==> src/rtl/keypad_pkg.sv <==
// Shared constants for the keypad front end: key codes, the default 4x3
// code map and the press-FSM state encoding.
package keypad_pkg;

  localparam logic [3:0] KEY_STAR = 4'd10;
  localparam logic [3:0] KEY_HASH = 4'd11;

  // Slice i is the code for key_raw[i]: 0..8 -> 1..9, 9 -> '*', 10 -> 0, 11 -> '#'
  localparam logic [47:0] KEYMAP_12 = {KEY_HASH, 4'd0, KEY_STAR, 4'd9, 4'd8, 4'd7,
                                       4'd6, 4'd5, 4'd4, 4'd3, 4'd2, 4'd1};

  typedef enum logic [1:0] {
    ST_IDLE   = 2'd0,
    ST_HELD   = 2'd1,
    ST_REPEAT = 2'd2,
    ST_LOCK   = 2'd3
  } press_state_e;

endpackage

==> src/rtl/key_debounce.sv <==
// One key: 2-FF synchroniser followed by a stable-level debounce counter.
module key_debounce #(
  parameter int DEBOUNCE_CYCLES = 250000
) (
  input  logic clk,
  input  logic rst_n,
  input  logic key_raw_i,
  output logic db_o
);

  localparam int CW = $clog2(DEBOUNCE_CYCLES + 1);
  localparam logic [CW-1:0] CNT_LAST = CW'(DEBOUNCE_CYCLES - 1);

  logic [1:0]    sync_q;
  logic          db_q;
  logic [CW-1:0] cnt_q;

  // Synchronise, then flip db once the new level has held for DEBOUNCE_CYCLES samples
  always_ff @(posedge clk or negedge rst_n) begin
    if (!rst_n) begin
      sync_q <= '0;
      db_q   <= 1'b0;
      cnt_q  <= '0;
    end else begin
      sync_q <= {sync_q[0], key_raw_i};
      if (sync_q[1] == db_q) begin
        cnt_q <= '0;
      end else if (cnt_q == CNT_LAST) begin
        db_q  <= sync_q[1];
        cnt_q <= '0;
      end else begin
        cnt_q <= cnt_q + CW'(1);
      end
    end
  end

  assign db_o = db_q;

endmodule

==> src/rtl/button_keypad_db.sv <==
// Keypad front end: per-key debounce, single-key press FSM with chord lockout
// and optional auto-repeat, and a small event FIFO with valid/ready output.
module button_keypad_db
  import keypad_pkg::*;
#(
  parameter int                         NUM_KEYS        = 12,
  parameter int                         CODE_W          = 4,
  parameter logic [NUM_KEYS*CODE_W-1:0] KEYMAP          = KEYMAP_12,
  parameter int                         DEBOUNCE_CYCLES = 250000,
  parameter bit                         REPEAT_EN       = 1'b0,
  parameter int                         REPEAT_DELAY    = 25000000,
  parameter int                         REPEAT_RATE     = 5000000,
  parameter int                         FIFO_DEPTH      = 4
) (
  input  logic                clk,
  input  logic                rst_n,
  input  logic [NUM_KEYS-1:0] key_raw,
  input  logic                key_ready,
  output logic                key_valid,
  output logic [CODE_W-1:0]   key_value,
  output logic                key_held,
  output logic                overflow
);

  localparam int IW      = (NUM_KEYS > 1) ? $clog2(NUM_KEYS) : 1;
  localparam int AW      = $clog2(FIFO_DEPTH);
  localparam int RPT_MAX = (REPEAT_DELAY > REPEAT_RATE) ? REPEAT_DELAY : REPEAT_RATE;
  localparam int RCW     = $clog2(RPT_MAX + 1);
  localparam logic [RCW-1:0] DELAY_LAST = RCW'(REPEAT_DELAY - 1);
  localparam logic [RCW-1:0] RATE_LAST  = RCW'(REPEAT_RATE - 1);

  logic [NUM_KEYS-1:0] db;

  for (genvar gi = 0; gi < NUM_KEYS; gi++) begin : g_key
    key_debounce #(.DEBOUNCE_CYCLES(DEBOUNCE_CYCLES)) u_db (
      .clk       (clk),
      .rst_n     (rst_n),
      .key_raw_i (key_raw[gi]),
      .db_o      (db[gi])
    );
  end

  press_state_e        state_q, state_d;
  logic [IW-1:0]       key_idx_q, key_idx_d;
  logic [RCW-1:0]      rep_cnt_q, rep_cnt_d;
  logic                key_held_q;
  logic                seen, multi, emit;
  logic [IW-1:0]       hit_idx, emit_idx;
  logic [NUM_KEYS-1:0] others;
  logic [CODE_W-1:0]   emit_code;

  // Classify the debounced vector (none / exactly one / chord) and pick the next FSM step
  always_comb begin
    seen    = 1'b0;
    multi   = 1'b0;
    hit_idx = '0;
    for (int i = 0; i < NUM_KEYS; i++) begin
      if (db[i]) begin
        if (seen) multi = 1'b1;
        seen    = 1'b1;
        hit_idx = IW'(i);
      end
    end
    others    = db & ~(NUM_KEYS'(1) << key_idx_q);
    state_d   = state_q;
    key_idx_d = key_idx_q;
    rep_cnt_d = rep_cnt_q;
    emit      = 1'b0;
    emit_idx  = key_idx_q;
    case (state_q)
      ST_IDLE: begin
        if (multi) begin
          state_d = ST_LOCK;
        end else if (seen) begin
          emit      = 1'b1;
          emit_idx  = hit_idx;
          key_idx_d = hit_idx;
          rep_cnt_d = '0;
          state_d   = ST_HELD;
        end
      end
      ST_HELD, ST_REPEAT: begin
        if (others != '0) begin
          state_d = ST_LOCK;
        end else if (!db[key_idx_q]) begin
          state_d = ST_IDLE;
        end else if (REPEAT_EN) begin
          // Counter was cleared on the previous emission edge
          if (rep_cnt_q == ((state_q == ST_HELD) ? DELAY_LAST : RATE_LAST)) begin
            emit      = 1'b1;
            rep_cnt_d = '0;
            state_d   = ST_REPEAT;
          end else begin
            rep_cnt_d = rep_cnt_q + RCW'(1);
          end
        end
      end
      default: begin
        if (db == '0) state_d = ST_IDLE;
      end
    endcase
    emit_code = KEYMAP[int'(emit_idx)*CODE_W +: CODE_W];
  end

  // Press FSM registers; key_held is registered alongside the state
  always_ff @(posedge clk or negedge rst_n) begin
    if (!rst_n) begin
      state_q    <= ST_IDLE;
      key_idx_q  <= '0;
      rep_cnt_q  <= '0;
      key_held_q <= 1'b0;
    end else begin
      state_q    <= state_d;
      key_idx_q  <= key_idx_d;
      rep_cnt_q  <= rep_cnt_d;
      key_held_q <= (state_d == ST_HELD) || (state_d == ST_REPEAT);
    end
  end

  logic [FIFO_DEPTH-1:0][CODE_W-1:0] mem_q;
  logic [AW:0]                       wr_ptr_q, rd_ptr_q;
  logic                              ovf_q;
  logic                              empty, full, rd_en, wr_en, drop;

  // Extra pointer MSB distinguishes full from empty; a read frees room for a same-cycle write
  always_comb begin
    empty = (wr_ptr_q == rd_ptr_q);
    full  = (wr_ptr_q[AW] != rd_ptr_q[AW]) && (wr_ptr_q[AW-1:0] == rd_ptr_q[AW-1:0]);
    rd_en = !empty && key_ready;
    wr_en = emit && (!full || rd_en);
    drop  = emit && full && !rd_en;
  end

  // Event queue storage, pointers and the drop pulse
  always_ff @(posedge clk or negedge rst_n) begin
    if (!rst_n) begin
      mem_q    <= '0;
      wr_ptr_q <= '0;
      rd_ptr_q <= '0;
      ovf_q    <= 1'b0;
    end else begin
      if (wr_en) begin
        mem_q[wr_ptr_q[AW-1:0]] <= emit_code;
        wr_ptr_q                <= wr_ptr_q + (AW+1)'(1);
      end
      if (rd_en) rd_ptr_q <= rd_ptr_q + (AW+1)'(1);
      ovf_q <= drop;
    end
  end

  assign key_valid = !empty;
  assign key_value = mem_q[rd_ptr_q[AW-1:0]];
  assign key_held  = key_held_q;
  assign overflow  = ovf_q;

endmodule

==> config.mk <==
export PLATFORM = sky130hd
export DESIGN_NAME = button_keypad_db
export DESIGN_NICKNAME = d
export VERILOG_FILES = /design/src/rtl/keypad_pkg.sv /design/src/rtl/key_debounce.sv /design/src/rtl/button_keypad_db.sv
export SDC_FILE = /design/constraint.sdc
export NUM_CORES = 1
export LEC_CHECK = 0
export BUFFER_PORTS_ARGS = -buffer_cell sky130_fd_sc_hd__buf_2
export CAP_MARGIN = 20
export CORE_MARGIN = 10
export CORE_UTILIZATION = 56
export CTS_BUF_LIST = sky130_fd_sc_hd__clkbuf_16
export DETAILED_ROUTE_END_ITERATION = 8
export PLACE_DENSITY = 0.72
export SETUP_SLACK_MARGIN = 0.4
export SYNTH_ARGS = -nofsm -noshare
export SYNTH_HDL_FRONTEND = slang
export SYNTH_HIERARCHICAL = 1
export SYNTH_SLANG_ARGS = --single-unit
==> constraint.sdc <==
create_clock -name clk -period 7.4 [get_ports clk]
set_clock_uncertainty 0.15 [all_clocks]
set_input_delay 0.74 -clock clk [delete_from_list [all_inputs] [get_ports clk]]
set_output_delay 0.74 -clock clk [all_outputs]
set_load 0.01 [all_outputs]
# Yosys cells after proc, flatten, opt, wreduce, memory -nomap -nowiden
# Cells that the tools add are included.
# totals
reg_bits	282
inputBits	15
# op_classes
addsub	14
magnitude_cmp	4
eq_ne	31
shift	2
muxes	88
n_bitwise	14
reduce_logical	27
# op_table
operator	n
$mux W18	24
$add A18 B1 Y18 const B	12
$eq A18 B18 Y1 const B	12
$mux W4	15
$shiftx A48 B7 Y4 const A	1
$mux W1	39
$reduce_and A2 Y1	12
$bwmux W16	1
$and A12 B12 Y12	1
$eq A1 B1 Y1	12
$logic_not A12 Y1	1
$not A1 Y1	12
$not A12 Y12	1
$reduce_bool A12 Y1	1
$shl A1 B4 Y12 const A	1
$mux W2	5
$bmux W4 S2	1
$demux W4 S2	1
$add A3 B1 Y3 const B	2
$logic_and A1 B1 Y1	6
$lt A2 B3 Y1 const B	2
$lt A4 B5 Y1 const B	1
$bmux W1 S4	1
$eq A2 B1 Y1 const B	2
10 further kinds	14

# Logic depth before layout (Yosys ltp)
# logic_depth
depth_word	27
depth_mapped	11
mapped_depth_nobuf	10

# Modules after synthesis
# The synthesis kept the hierarchy.
# modules_own_cells
mod	n_inst	cells_per_inst	area_each_um2	seq_area_each_um2
key_debounce	12	99	1029.7	525.5
button_keypad_db	1	204	2178.3	750.7

# Least setup slack after synthesis
# OpenSTA, ideal clock, no wires.
# synth_path
path_kind	reg-to-reg
from	register g_key[6].u_db.db_q
to	register mem_q[0] (netlist name)
setup_ns	0.125
arrival_ns	2.944
setup_slack_ns	4.181
path_stages_with_launch	12
path_cell_list	dfrtp_1 buf_6 or4_4 a211oi_4 o211a_1 nand3_2 mux2i_2 inv_1 ha_1 nor2_1 mux2_4 mux2_2
# synth_via
elab_chain_len	15
elab_cells_between_ends	32
classes_between	1 x shift; 30 x mux; 1 x reduce/logical
# synth_lines
item	line_no	rtl
from (decl)	key_debounce.sv:15	logic db_q;
from (signal assigned)	key_debounce.sv:29	db_q <= sync_q[1];
$mux W1	button_keypad_db.sv:58	if (db[i]) begin
$mux W1	button_keypad_db.sv:59	if (seen) multi = 1'b1;
$mux W1	button_keypad_db.sv:58	
$mux W1	button_keypad_db.sv:59	
$mux W1	button_keypad_db.sv:58	
$mux W1	button_keypad_db.sv:59	
$mux W1	button_keypad_db.sv:58	
$mux W1	button_keypad_db.sv:59	
$mux W1	button_keypad_db.sv:58	
$mux W1	button_keypad_db.sv:59	
$mux W1	button_keypad_db.sv:58	
$mux W4 (*) (2 in series)	--	
named net emit_idx[0]	button_keypad_db.sv:48	logic [IW-1:0] hit_idx, emit_idx;
$shiftx A48 B7 Y4 (*)	button_keypad_db.sv:102	emit_code = KEYMAP[int'(emit_idx)*CODE_W +: CODE_W];
$bwmux W16 (*)	button_keypad_db.sv:143	mem_q[wr_ptr_q[AW-1:0]] <= emit_code;
to (signal, indexed assignment)	button_keypad_db.sv:143	
to (decl)	button_keypad_db.sv:120	logic [FIFO_DEPTH-1:0][CODE_W-1:0] mem_q;
# Mark *: on every way through the listed nets, which the timed path passes. The rest lies on a longest branch.
# A chain may end at the register's enable or synchronous reset.

# Worst setup path after layout
# layout_path
from	register g_key[5].u_db.db_q
to	register mem_q[8] (netlist name)
# layout_via
elab_chain_len	17
elab_cells_between_ends	36
classes_between	1 x shift; 34 x mux; 1 x reduce/logical
# layout_lines
item	line_no
from (decl)	key_debounce.sv:15
from (signal assigned)	key_debounce.sv:29
$mux W1	button_keypad_db.sv:58
$mux W1	button_keypad_db.sv:59
$mux W1	button_keypad_db.sv:58
$mux W1	button_keypad_db.sv:59
$mux W1	button_keypad_db.sv:58
$mux W1	button_keypad_db.sv:59
$mux W1	button_keypad_db.sv:58
$mux W1	button_keypad_db.sv:59
$mux W1	button_keypad_db.sv:58
$mux W1	button_keypad_db.sv:59
$mux W1	button_keypad_db.sv:58
$mux W1	button_keypad_db.sv:59
$mux W1	button_keypad_db.sv:58
$mux W4 (*) (2 in series)	--
named net emit_idx[0]	button_keypad_db.sv:48
$shiftx A48 B7 Y4 (*)	button_keypad_db.sv:102
$bwmux W16 (*)	button_keypad_db.sv:143
# Marks and branches as above.

==> flow_metrics.tcl <==
set metrics [dict create \
    coreArea_um2 25330 \
    ys_seq_area_share_pct 48.55 \
    row_count 58 \
    grtUsageMet2_pct 25.28 \
    syn_area_per_cell_um2 10.44 \
    min_period_over_period_pct 47.74 \
    endpoint "mem_q[8]$_DFFE_PN0P_" \
    area_growth_pct 10.01 \
    clk_latency_ns 0.56 \
    crit_type "reg2reg" \
    synth_edf_count 0 \
    cts_setup_buffers 0 \
    netlist_instances 1392 \
    first_pass_iters 5 \
    fin_nets 1452 \
    yosysMostFrequentCell "dfrtp_1" \
    numCtsBuffers 30 \
    io_buffer_count 21 \
    hpwl_mm 18.02 \
    cp_max_fo 10 \
    synth-seq-cells 282 \
    fin_ws_ns 3.868 \
    vias_per_cell 5.779 \
    r2r_cells 10 \
    fmax_mhz 283.1 \
    busiest_layer "met2" \
    worstMarginPinSlew_ns 1.019 \
    finalSetupTns_ns 0 \
    synthTopCellsByArea "dfrtp_1 49%, xnor2_1 7.7%, nor2_1 6.0%" \
    slew-limit-headroom_pct 31.87 \
    powerDensity_nw_per_um2 218.2 \
    r2r_setup_slack_ns 3.87 \
    synth_nets 1429 \
    async_flop_share_pct 100.0 \
    wl_per_cell_um 15.47 \
    drtIter0Drc 785 \
    peakVddDrop_v 0.0002125 \
    routed_wl_mm 27.36 \
    antenna_found_initial 0 \
    cts_sinks 282 \
    slew_viol_final 0 \
    dieArea_um2 32800 \
    drive_gt1_share_pct 13.69 \
    synth_cell_types 67 \
    place_area_um2 14840 \
    diodes 0 \
    r2r-start "g_key[5].u_db/db_o$_DFFE_PN0P_" \
    die_y_um 181.1 \
    rsz0062_at_grt "false" \
    start_util_pct 57.39 \
    setup_violations 0 \
    track_usage_pct 16.59 \
    min_path_type "in2async" \
    grt_pass1_vias 9898 \
    crit_path_start_kind "flip-flop" \
    ys_warn_count 6 \
    cts_resized 0 \
    synthTopCellsByCount "282 x dfrtp_1, 231 x nor2_1, 127 x xnor2_1" \
    worstSetupEndpointType "flip-flop" \
    num_vias 10223 \
    final_area_um2 15990 \
    startpoint "g_key[5].u_db/db_o$_DFFE_PN0P_" \
    fin_crit_ns 3.532 \
    grt-ovfl-total 0 \
    hold_buffers 0 \
    cts_root_buf "clkbuf_16" \
    cts_max_level 1 \
    use_met1_pct 24.17 \
    synth_top_area_share_pct 48.55 \
    status "completed" \
    synth-main-ff-cell "dfrtp_1" \
    power_mw 3.489 \
    dp_slack_ns 3.916 \
    place.gp.congestion 0.8555 \
    finalHoldViolations 0 \
    p_leak_nw 6.630 \
    cts_buffer_depth 3 \
    max-cap-violations 0 \
    grt_max_degree 181 \
    required_ns 7.69 \
    grt_pass1_wl_mm 48.05 \
    arrival_ns 3.82 \
    clk_pin_slew_worst_paths_ns 0.06 \
    synth_top_cell_by_area "dfrtp_1" \
    synth.cell_area_um2 14540 \
    io_pins 22 \
    drt.antenna.violating_nets 0 \
    use_met3_pct 2.478 \
    die_w_um 181.1 \
    drc 0 \
    r2r-end "mem_q[8]$_DFFE_PN0P_" \
    tritoncts "yes" \
    nFillCells 2024 \
]
-- area by class of cell --
cell class / instances / area [um2] / share of cell area, %
multi-input combinational: 1043 / 7094 / 44.37
sequential: 282 / 7057 / 44.13
clock buffer: 31 / 775.7 / 4.851
tap: 330 / 412.9 / 2.582
clock inverter: 25 / 377.9 / 2.363
inverter: 36 / 137.6 / 0.8607
timing repair buffer: 22 / 135.1 / 0.8451
-- how the worst min path moves through the flow --
stage                                      startpoint                                 to  slack (ns)  cells after the start
finish                                          rst_n   g_key[8].u_db/cnt_q[4]$_DFF_PN0_        0.04                      1
global route                                    rst_n   g_key[8].u_db/cnt_q[5]$_DFF_PN0_        0.12                      1
CTS                                             rst_n   g_key[8].u_db/cnt_q[4]$_DFF_PN0_         0.1                      1
detailed placement  g_key[6].u_db/sync_q[0]$_DFF_PN0_  g_key[6].u_db/sync_q[1]$_DFF_PN0_        0.18                      0
global placement    g_key[9].u_db/sync_q[0]$_DFF_PN0_  g_key[9].u_db/sync_q[1]$_DFF_PN0_        0.18                      0
floorplan           g_key[0].u_db/sync_q[0]$_DFF_PN0_  g_key[0].u_db/sync_q[1]$_DFF_PN0_        0.18                      0
-- power breakdown --
group          switching [mW]  internal, mW
Combinational          0.0854        0.0557
Sequential             0.0446          1.57
Clock                   0.625          1.11
-- critical path: stages, from the launching register on --
cell	delay, ns
dfrtp_1	0.50
or4_4	0.65
a211oi_4	0.32
o211a_1	0.27
nand3_2	0.14
mux2i_2	0.33
inv_1	0.13
ha_1	0.32
nor2_1	0.05
mux2_4	0.29
mux2_2	0.27
-- stage by stage --
stage	hold WS (ns)	utilization, %	instances
2_1_floorplan	0.1812	-	1392
3_3_place_gp	0.1827	58.58	1713
3_5_place_dp	0.1847	58.58	1713
4_1_cts	0.09910	63.14	1769
5_1_grt	0.1151	63.14	1769
6_report	0.03884	63.14	1769
-- metal layers --
layer,routed length (um),vias up,share of wire (%)
met5,0,-,0
met4,638,0,2.3
met2,12260,138,45
met3,838,46,3.1
li1,-,5046,-
met1,13630,4993,50
-- state kept, by name, indices dropped and copies added, names as in the netlist --
register,count
g_key.u_db/cnt_q,216
g_key.u_db/db_o,12
g_key.u_db/sync_q,24
key_held,1
key_idx_q,4
mem_q,16
overflow,1
rd_ptr_q,3
state_q,2
wr_ptr_q,3
-- cells in the final DEF, fill, tap and decap left out, types with 10 or more instances in the layout --
cell type	synthesis	layout
clkbuf_16	0	31
mux2_2	30	30
nand4_2	12	12
a21oi_2	12	12
and3_2	12	12
a21oi_1	19	19
ha_1	22	22
bufinv_16	0	10
nand4_1	60	60
nand2_1	84	84
xnor2_1	127	127
o21ai_0	30	30
nand2b_1	16	16
dfrtp_1	282	282
o41ai_4	12	12
inv_1	35	40
buf_2	0	20
xor2_1	61	61
or4_1	14	14
nand3_1	77	77
or3_1	12	12
nor2_1	231	231
nor4_1	85	85
or4_4	14	14
and4_1	12	12
nand3_2	13	13
nor3_1	34	34
-- cell families (layout without fill, tap and decap cells) --
logic type	count (synthesis)	in the layout	share of synthesized area [%]
muxes	40	40	3.529
adders and majority gates	22	22	1.894
buffers and inverters	67	114	2.643
and+or+nand+nor	686	686	25.02
AOI/OAI and AO/OA	107	107	7.041
DFF	282	282	48.55
xor gates and xnor gates	188	188	11.33
No activity file was read; power rests on OpenSTA's default activity.
